### config.mk
export PLATFORM = sky130hd
export DESIGN_NAME = commit_trace_buffer
export DESIGN_NICKNAME = d
export VERILOG_FILES = /design/src/rtl/commit_trace_buffer.sv
export SDC_FILE = /design/constraint.sdc
export NUM_CORES = 1
export LEC_CHECK = 0
export ABC_AREA = 1
export BUFFER_PORTS_ARGS = -buffer_cell sky130_fd_sc_hd__buf_4
export CORE_MARGIN = 2
export CORE_UTILIZATION = 40
export DETAILED_ROUTE_END_ITERATION = 16
export HOLD_SLACK_MARGIN = 0.02
export PLACE_DENSITY = 0.67
export SKIP_CTS_REPAIR_TIMING = 1
export SYNTH_ARGS = -nofsm -noshare
export SYNTH_HDL_FRONTEND = slang
export SYNTH_SLANG_ARGS = --single-unit
### constraint.sdc
create_clock -name clk -period 19.87 [get_ports clk]
set_input_delay 3.974 -clock clk [delete_from_list [all_inputs] [get_ports clk]]
set_output_delay 3.974 -clock clk [all_outputs]
set_load 0.01 [all_outputs]
### src/rtl/commit_trace_buffer.sv
// Retirement trace capture: buffers {pc, seq, cycle} records of retired instructions
// in a small FIFO and monitors PC-chain continuity, record loss and commit starvation.
module commit_trace_buffer #(
    parameter int          DEPTH           = 8,
    parameter int          WATCHDOG_CYCLES = 1024,
    parameter logic [31:0] RESET_PC        = 32'h8000_0000
) (
    input  logic                   clk,
    input  logic                   rst,
    input  logic                   commit,
    input  logic [31:0]            commit_pc,
    input  logic [31:0]            commit_pre_pc,
    output logic                   trace_valid,
    input  logic                   trace_ready,
    output logic [31:0]            trace_pc,
    output logic [31:0]            trace_seq,
    output logic [31:0]            trace_cycle,
    output logic [$clog2(DEPTH):0] fifo_count,
    output logic [31:0]            instret,
    output logic                   mismatch,
    output logic [31:0]            mismatch_pc,
    output logic [31:0]            mismatch_exp,
    output logic                   overflow,
    output logic                   hang
);

    localparam int PTR_W = $clog2(DEPTH);
    localparam int CNT_W = PTR_W + 1;
    localparam int WD_W  = $clog2(WATCHDOG_CYCLES + 1);
    localparam int REC_W = 96;

    localparam logic [CNT_W-1:0] CNT_ZERO = '0;
    localparam logic [CNT_W-1:0] CNT_ONE  = CNT_W'(1);
    localparam logic [CNT_W-1:0] CNT_FULL = CNT_W'(DEPTH);
    localparam logic [PTR_W-1:0] PTR_ONE  = PTR_W'(1);
    localparam logic [WD_W-1:0]  WD_ONE   = WD_W'(1);
    localparam logic [WD_W-1:0]  WD_MAX   = WD_W'(WATCHDOG_CYCLES);

    // Record layout: {pc, seq, cycle}
    logic [REC_W-1:0] recMem [DEPTH];
    logic [REC_W-1:0] recIn;
    logic [REC_W-1:0] headReg;

    logic [PTR_W-1:0] wrPtr;
    logic [PTR_W-1:0] rdPtr;
    logic [PTR_W-1:0] rdNext;
    logic [CNT_W-1:0] countReg;

    logic [31:0]      instretReg;
    logic [31:0]      cycleReg;
    logic [31:0]      expectPc;
    logic [WD_W-1:0]  wdCount;
    logic [WD_W-1:0]  wdNext;

    logic             pop;
    logic             push;
    logic             loadFromInput;
    logic             loadFromMem;

    assign trace_valid = (countReg != CNT_ZERO);
    assign pop         = trace_valid & trace_ready;
    assign push        = commit & ((countReg != CNT_FULL) | pop);
    assign rdNext      = rdPtr + PTR_ONE;
    assign recIn       = {commit_pc, instretReg, cycleReg};

    // The head register takes the incoming record when it becomes the only entry,
    // otherwise it advances to the next stored entry on a pop.
    assign loadFromInput = push & ((countReg == CNT_ZERO) | ((countReg == CNT_ONE) & pop));
    assign loadFromMem   = pop & (countReg > CNT_ONE);

    always_comb begin
        wdNext = wdCount;
        if (commit) begin
            wdNext = '0;
        end else if (wdCount != WD_MAX) begin
            wdNext = wdCount + WD_ONE;
        end
    end

    always_ff @(posedge clk) begin
        if (push) begin
            recMem[wrPtr] <= recIn;
        end
    end

    always_ff @(posedge clk or posedge rst) begin
        if (rst) begin
            wrPtr        <= '0;
            rdPtr        <= '0;
            countReg     <= '0;
            headReg      <= '0;
            instretReg   <= '0;
            cycleReg     <= '0;
            expectPc     <= RESET_PC;
            wdCount      <= '0;
            mismatch     <= 1'b0;
            mismatch_pc  <= '0;
            mismatch_exp <= '0;
            overflow     <= 1'b0;
            hang         <= 1'b0;
        end else begin
            if (push) begin
                wrPtr <= wrPtr + PTR_ONE;
            end
            if (pop) begin
                rdPtr <= rdNext;
            end
            case ({push, pop})
                2'b10:   countReg <= countReg + CNT_ONE;
                2'b01:   countReg <= countReg - CNT_ONE;
                default: countReg <= countReg;
            endcase

            if (loadFromInput) begin
                headReg <= recIn;
            end else if (loadFromMem) begin
                headReg <= recMem[rdNext];
            end

            cycleReg <= cycleReg + 32'd1;

            if (commit) begin
                instretReg <= instretReg + 32'd1;
                expectPc   <= commit_pre_pc;
                if (!push) begin
                    overflow <= 1'b1;
                end
                // Only the first break in the PC chain is latched.
                if ((commit_pc != expectPc) && !mismatch) begin
                    mismatch     <= 1'b1;
                    mismatch_pc  <= commit_pc;
                    mismatch_exp <= expectPc;
                end
            end

            wdCount <= wdNext;
            if (wdNext == WD_MAX) begin
                hang <= 1'b1;
            end
        end
    end

    assign trace_pc    = headReg[95:64];
    assign trace_seq   = headReg[63:32];
    assign trace_cycle = headReg[31:0];
    assign fifo_count  = countReg;
    assign instret     = instretReg;

endmodule

==> out/metrics.yaml, run 1 <==
critical_path:
  critPathKind: "register to output pin"
  start_kind: "register"
  cp.depth: 3
  path_cells: "nor2_1, nand2_1, buf_4"
  startpoint: "fifo_count[2]"
  crit_required_ns: 15.90
  crit_buf_inv: 1
  max_stage_delay_ns: 0.47
  cp_slowest_cell: "dfrtp_1"
  crit_fanout: 6
  r2r_cells: 6
  reg2reg_from: "rdPtr[0]"
  cp_top_family: "simple AND/OR/NAND/NOR gates"
  end_kind: "output pin"
  arrival_ns: 2.09
clocking:
  clock_latency_ns: 0.68
  clock-root-buffer: "clkbuf_16"
  cts_tree: "built"
  numCtsBuffers: 108
  htreeDepth: 3
  cts.sinks: 1048
  clk_pin_slew_ns: 0.06
  clockBufferDepth: 3
floorplanning:
  initial_core_util_pct: 40.4
  dieArea_um2: 109000
  io_pins: 268
  rows: 119
  die_w_um: 330
  design.core.area_um2: 105000
  die_height_um: 330
pwr:
  powerDensity_nw_per_um2: 151
  power_frac_seq_pct: 38.9
  irDropWorstVdd_mv: 0.196
  leakage_nw: 18.5
  pwr-share-comb_pct: 34.4
  switchingPower_mw: 2.67
  power.internal_mw: 4.82
  swShare_pct: 35.6
  clkPwrFrac_pct: 26.7
synth:
  yosysTopAreaCell: "edfxtp_1"
  yosys.area.top_type_share_pct: 54.1
  syn_area_um2: 42600
  ys_top_cells_by_count: "edfxtp_1, nand2_1, nor2_1"
  yosysSeqAreaShare_pct: 70.6
  ys.flop_type: "edfxtp_1"
  ys_ff_latch: 1048
  synth_edf_count: 768
  syn_inst: 3446
  async_reset_ff_share_pct: 26.7
  yosysUniqueCellTypes: 40
  yosys_warnings: 0
  yosys-top-cells-area: "edfxtp_1, dfrtp_1, nand2_1, o21bai_1, nor2_1"
  synth_area_per_cell_um2: 12.4
  synthesis.nets: 3523
  synth.most_common_cell: "edfxtp_1"
global_routing:
  overflow: 0
  grt_max_degree: 233
  grt_pass1_wl_mm: 170
  grt_usage_pct: 20.1
  grt_pass1_vias: 27660
  antenna_found_initial: 2
timing:
  final_hold_viol_count: 0
  max_freq_ghz: 0.165
  setup_viol: 0
  slew_viol_final: 0
  grt_setup_unrepaired: "false"
  worst_pin_slew_ns: 1.28
  slew_headroom_pct: 14.4
  whs_ns: 0.472
  finalCritPeriodShare_pct: 30.5
  skew_ns: 0.0294
  finalWorstPathRequiredPeriod_ns: 6.07
  setup-tns-final_ns: 0
min_path:
  min_from: "mismatch_pc[11]"
  min_path_type: "register to register"
  holdPathStages: 2
drt:
  drt_iter0_drc: 2703
  drtPass1Iterations: 5
  route.detailed.drc: 0
  antenna_left: 0
  avgRoutedWirePerCell_um: 21.7
  vias_per_cell: 5.48
  vias: 28115
  wl_mm: 111
run:
  drv_cap: 0
placement:
  place_area_um2: 45900
  gp_congestion: 0.793
  hpwl_mm: 62.4
  io_buffers: 267
cells_and_area:
  drive_gt1_share_pct: 13.3
  final_net_count: 3720
  final_area_um2: 49400
  diodes: 0
  area_growth_syn_to_layout_pct: 16.0
outcome:
  status: "completed"
[final timing paths]
check                             endpoint  slack [ns]
setup / recovery               trace_valid       13.80
hold / removal             mismatch_pc[11]        0.47
setup reg to reg               headReg[32]       15.98
hold reg to reg            mismatch_pc[11]        0.47
max in group asynchronous     cycleReg[10]       14.40
min in group asynchronous      headReg[89]        3.39
[layout by cell type, fill, tap and decap left out, drive strengths merged, types with 27 or more instances in the layout]
cell,instances
o21a,95
clkinv,27
nand4,169
xor2,44
xnor2,46
nor2,367
buf,314
o21ai,211
o211ai,95
nand3,145
inv,98
nand2,565
o221ai,97
clkbuf,164
edfxtp,768
o21bai,192
dfrtp,279
[area by class of cell]
cell class	count	area, um2
multi-input combinational	2075	11300
clock inverter	39	385
clock buffer	164	3140
fill	9310	56000
tap	1391	1740
timing repair buffer	314	2370
sequential	1048	30100
inverter	96	378
[power groups by stage]
| stage | Sequential [mW] | Combinational, mW | Clock, mW |
|---|---|---|---|
| final | 2.91 | 2.57 | 2.00 |
| after global routing | 2.94 | 2.85 | 2.12 |
| after CTS | 2.91 | 2.60 | 2.04 |
| after detailed placement | 2.95 | 2.59 | 0 |
| after global placement | 2.95 | 2.55 | 0 |
| after floorplan | 2.95 | 1.69 | 0 |
[registers in the layout, indices dropped and copies added, names as in the netlist]
| signal | cells |
|---|---|
| wrPtr | 3 |
| instret | 32 |
| headReg | 96 |
| mismatch_pc | 32 |
| mismatch | 1 |
| fifo_count | 4 |
| hang | 1 |
| cycleReg | 32 |
| rdPtr | 3 |
| expectPc | 32 |
| overflow | 1 |
| recMem | 768 |
| wdCount | 11 |
| mismatch_exp | 32 |
[kinds of logic (layout without fill, tap and decap cells)]
kind of cell,Yosys count,in the layout,synth area share [%]
and+or+nand+nor,1277,1277,12.8
DFF,1048,1048,70.6
AOI/OAI and AO/OA,699,699,11.4
buffers and inverters,323,613,3.10
xor gates and xnor gates,90,90,1.87
adders and majority gates,9,9,0.264
[routing by layer]
layer | part of all wire [%] | GRT usage [%]
met1 | 43 | 28.0
met2 | 47 | 32.4
met3 | 7.0 | 4.02
met4 | 2.0 | 5.22
met5 | 0.012 | 0
[worst register-to-register path, stage by stage, from the launching register on]
cell and delay (ns):
dfrtp_4 1.01, ha_4 0.87, buf_4 1.03, o21ai_0 0.24
o221ai_1 0.38, nand4_1 0.18, nand3_1 0.11
[per-stage QoR]
step	util, %	setup WS [ns]	total power [mW]	cells
3_5_place_dp	43.5	13.21	5.54	4924
2_1_floorplan	-	8.18	4.64	3446
4_1_cts	46.9	13.78	7.55	5127
3_3_place_gp	43.5	13.26	5.50	4924
6_report	46.9	13.80	7.49	5127
5_1_grt	46.9	13.68	7.91	5127
Power figures use the tool's default switching activity.
==> inputs of run 2 (changes only) <==
Settings changed: PLACE_DENSITY 0.67 to 0.7.
Clock period 19.87 ns to 5.05 ns, I/O delays scaled along.
==> run 2 against run 1 <==
Compared with the run above: via count increased by 1.2%; non-clock buffer count increased by 5; sequential power increased to 3.9 times the previous value; critical endpoint is now recMem[4][42]; largest power group unchanged; highest routed layer unchanged.
==> out/metrics.yaml, run 2 (same netlist as run 1, synthesis figures left out) <==
outcome:
  status: "completed"
pwr:
  powerDensity_nw_per_um2: 600  # +300%
  p_total_mw: 29.9  # +300%
  leakage_nw: 18.7  # +0.84%
  irDropWorstVdd_mv: 0.638  # +220%
global_routing:
  overflow: 0  # unchanged
  grt_pass1_wl_mm: 173  # +1.6%
  grt_max_degree: 177  # -24%
  antenna_found_initial: 2  # unchanged
  grt_usage_pct: 20.7  # +0.57 points
  grt_pass1_vias: 28051  # +1.4%
cells_and_area:
  final_common_cell: "edfxtp_1"
  largest_reg_flops: 768  # unchanged
  area_growth_syn_to_layout_pct: 16.8
  drive_gt1_share_pct: 13.9  # +0.59 points
  largest-register: "recMem"
  reg_top3: "recMem x768, headReg x96"
  mostFrequentLayoutCells: "edfxtp_1, nand2_1, nor2_1"
  final_net_count: 3722  # +0.054%
  instances_no_fill: 5128  # +0.020%
  final_area_um2: 49800  # +0.73%
  final_util_pct: 47.2  # +0.34 points
  diodes: 0  # unchanged
drt:
  vias_per_cell: 5.55  # +1.2%
  antenna_left: 0  # unchanged
  vias: 28466  # +1.2%
  drt_iter0_drc: 2916  # +7.9%
  route.detailed.drc: 0  # unchanged
  drtPass1Iterations: 6  # +1
  avgRoutedWirePerCell_um: 22.2  # +2.1%
  wl_mm: 114  # +2.2%
timing:
  finalWorstPathRequiredPeriod_ns: 3.05
  whs_ns: 0.460  # -0.0119 ns
  max_freq_ghz: 0.328
  grt_setup_unrepaired: "false"
  final_hold_viol_count: 0  # unchanged
  setup-tns-final_ns: 0  # unchanged
  setup_viol: 0  # unchanged
  slew_headroom_pct: 21.3  # +6.8 points
  finalCritPeriodShare_pct: 60.5
  setup_ws_ns: 2.00  # -11.80 ns
  worst_pin_slew_ns: 1.18  # -0.103 ns
  skew_ns: 0.0264  # -0.00299 ns
  slew_viol_final: 0  # unchanged
floorplanning:
  die_w_um: 330  # unchanged
  io_pins: 268  # unchanged
  initial_core_util_pct: 40.4  # unchanged
  design.core.area_um2: 105000  # unchanged
  die_height_um: 330  # unchanged
  rows: 119  # unchanged
  dieArea_um2: 109000  # unchanged
min_path:
  min_path_type: "register to register"
critical_path:
  start_kind: "register"
  reg2reg_from: "fifo_count[0]"
  end_kind: "register"
  startpoint: "fifo_count[0]"
  reg2reg_setup_slack_ns: 2.00  # -13.98 ns
  crit_required_ns: 5.38  # -10.52 ns
  rr_endpoint: "recMem[4][42]"
  r2r_cells: 9  # +3
  arrival_ns: 3.39  # +1.30 ns
  critPathKind: "register to register"
  crit_fanout: 37  # +31
  critPathCapture: "recMem[4][42]"
clocking:
  clock-root-buffer: "clkbuf_16"
  clk_pin_slew_ns: 0.06  # about the same
  cts.sinks: 1048  # unchanged
  numCtsBuffers: 105  # -2.8%
  htreeDepth: 3  # unchanged
  clockBufferDepth: 3  # unchanged
  cts_tree: "built"
  clock_latency_ns: 0.69  # about the same
placement:
  post-place-ws_ns: 1.73  # -11.48 ns
  hpwl_mm: 61.4  # -1.6%
  placed_cells: 4929  # +0.10%
  place_area_um2: 46100  # +0.43%
  io_buffers: 267  # unchanged
  gp_congestion: 0.798  # +0.63%
run:
  drv_cap: 0  # unchanged
run 2: changes by cell type in the layout (fill, tap and decap cells not counted), moves of 3 or more:
cell / delta
clkinv_1: -5
clkbuf_1: -16
clkinv_2: +10
buf_4: -8
clkinvlp_4: +3
clkbuf_8: -5
buf_12: +13
bufinv_16: +7
run 2: area by class of cell:
| class | count | area [um2] |
|---|---|---|
| inverter | 96 | 377 |
| sequential | 1048 | 30100 |
| fill | 9271 | 55600 |
| clock inverter | 56 | 677 |
| tap | 1391 | 1740 |
| clock buffer | 143 | 3010 |
| multi-input combinational | 2075 | 11300 |
| timing repair buffer | 319 | 2570 |
run 2: power breakdown:
part | internal (mW) | switching [mW] | total [mW] | leakage [nW]
Clock | 4.86 | 3.35 | 8.20 | 1.80
Combinational | 3.78 | 6.48 | 10.3 | 6.42
Sequential | 10.7 | 0.753 | 11.4 | 10.5
run 2: critical path, stage by stage, from the launching register on:
cell and delay, ns:
dfrtp_1 0.49, inv_1 0.08, ha_1 0.28, nand2_1 0.11, nor3_2 0.07, nor2_4 0.17, inv_2 0.08, or2_2 0.39
nor2_4 0.61, buf_12 0.32
run 2: how the worst min path moves through the flow:
| stage | from | to | cells after the start |
|---|---|---|---|
| final | overflow | overflow | 1 |
| after global routing | mismatch_pc[5] | mismatch_pc[5] | 2 |
| after CTS | overflow | overflow | 1 |
| after detailed placement | overflow | overflow | 1 |
| after global placement | overflow | overflow | 1 |
| after floorplan | rdPtr[1] | rdPtr[1] | 2 |
run 2: per-layer routing:
| layer | routed length [um] | global-route usage [%] |
|---|---|---|
| met1 | 48600 | 28.8 |
| met3 | 8220 | 4.05 |
| met5 | 13 | 0 |
| met2 | 54100 | 33.2 |
| met4 | 2900 | 5.87 |
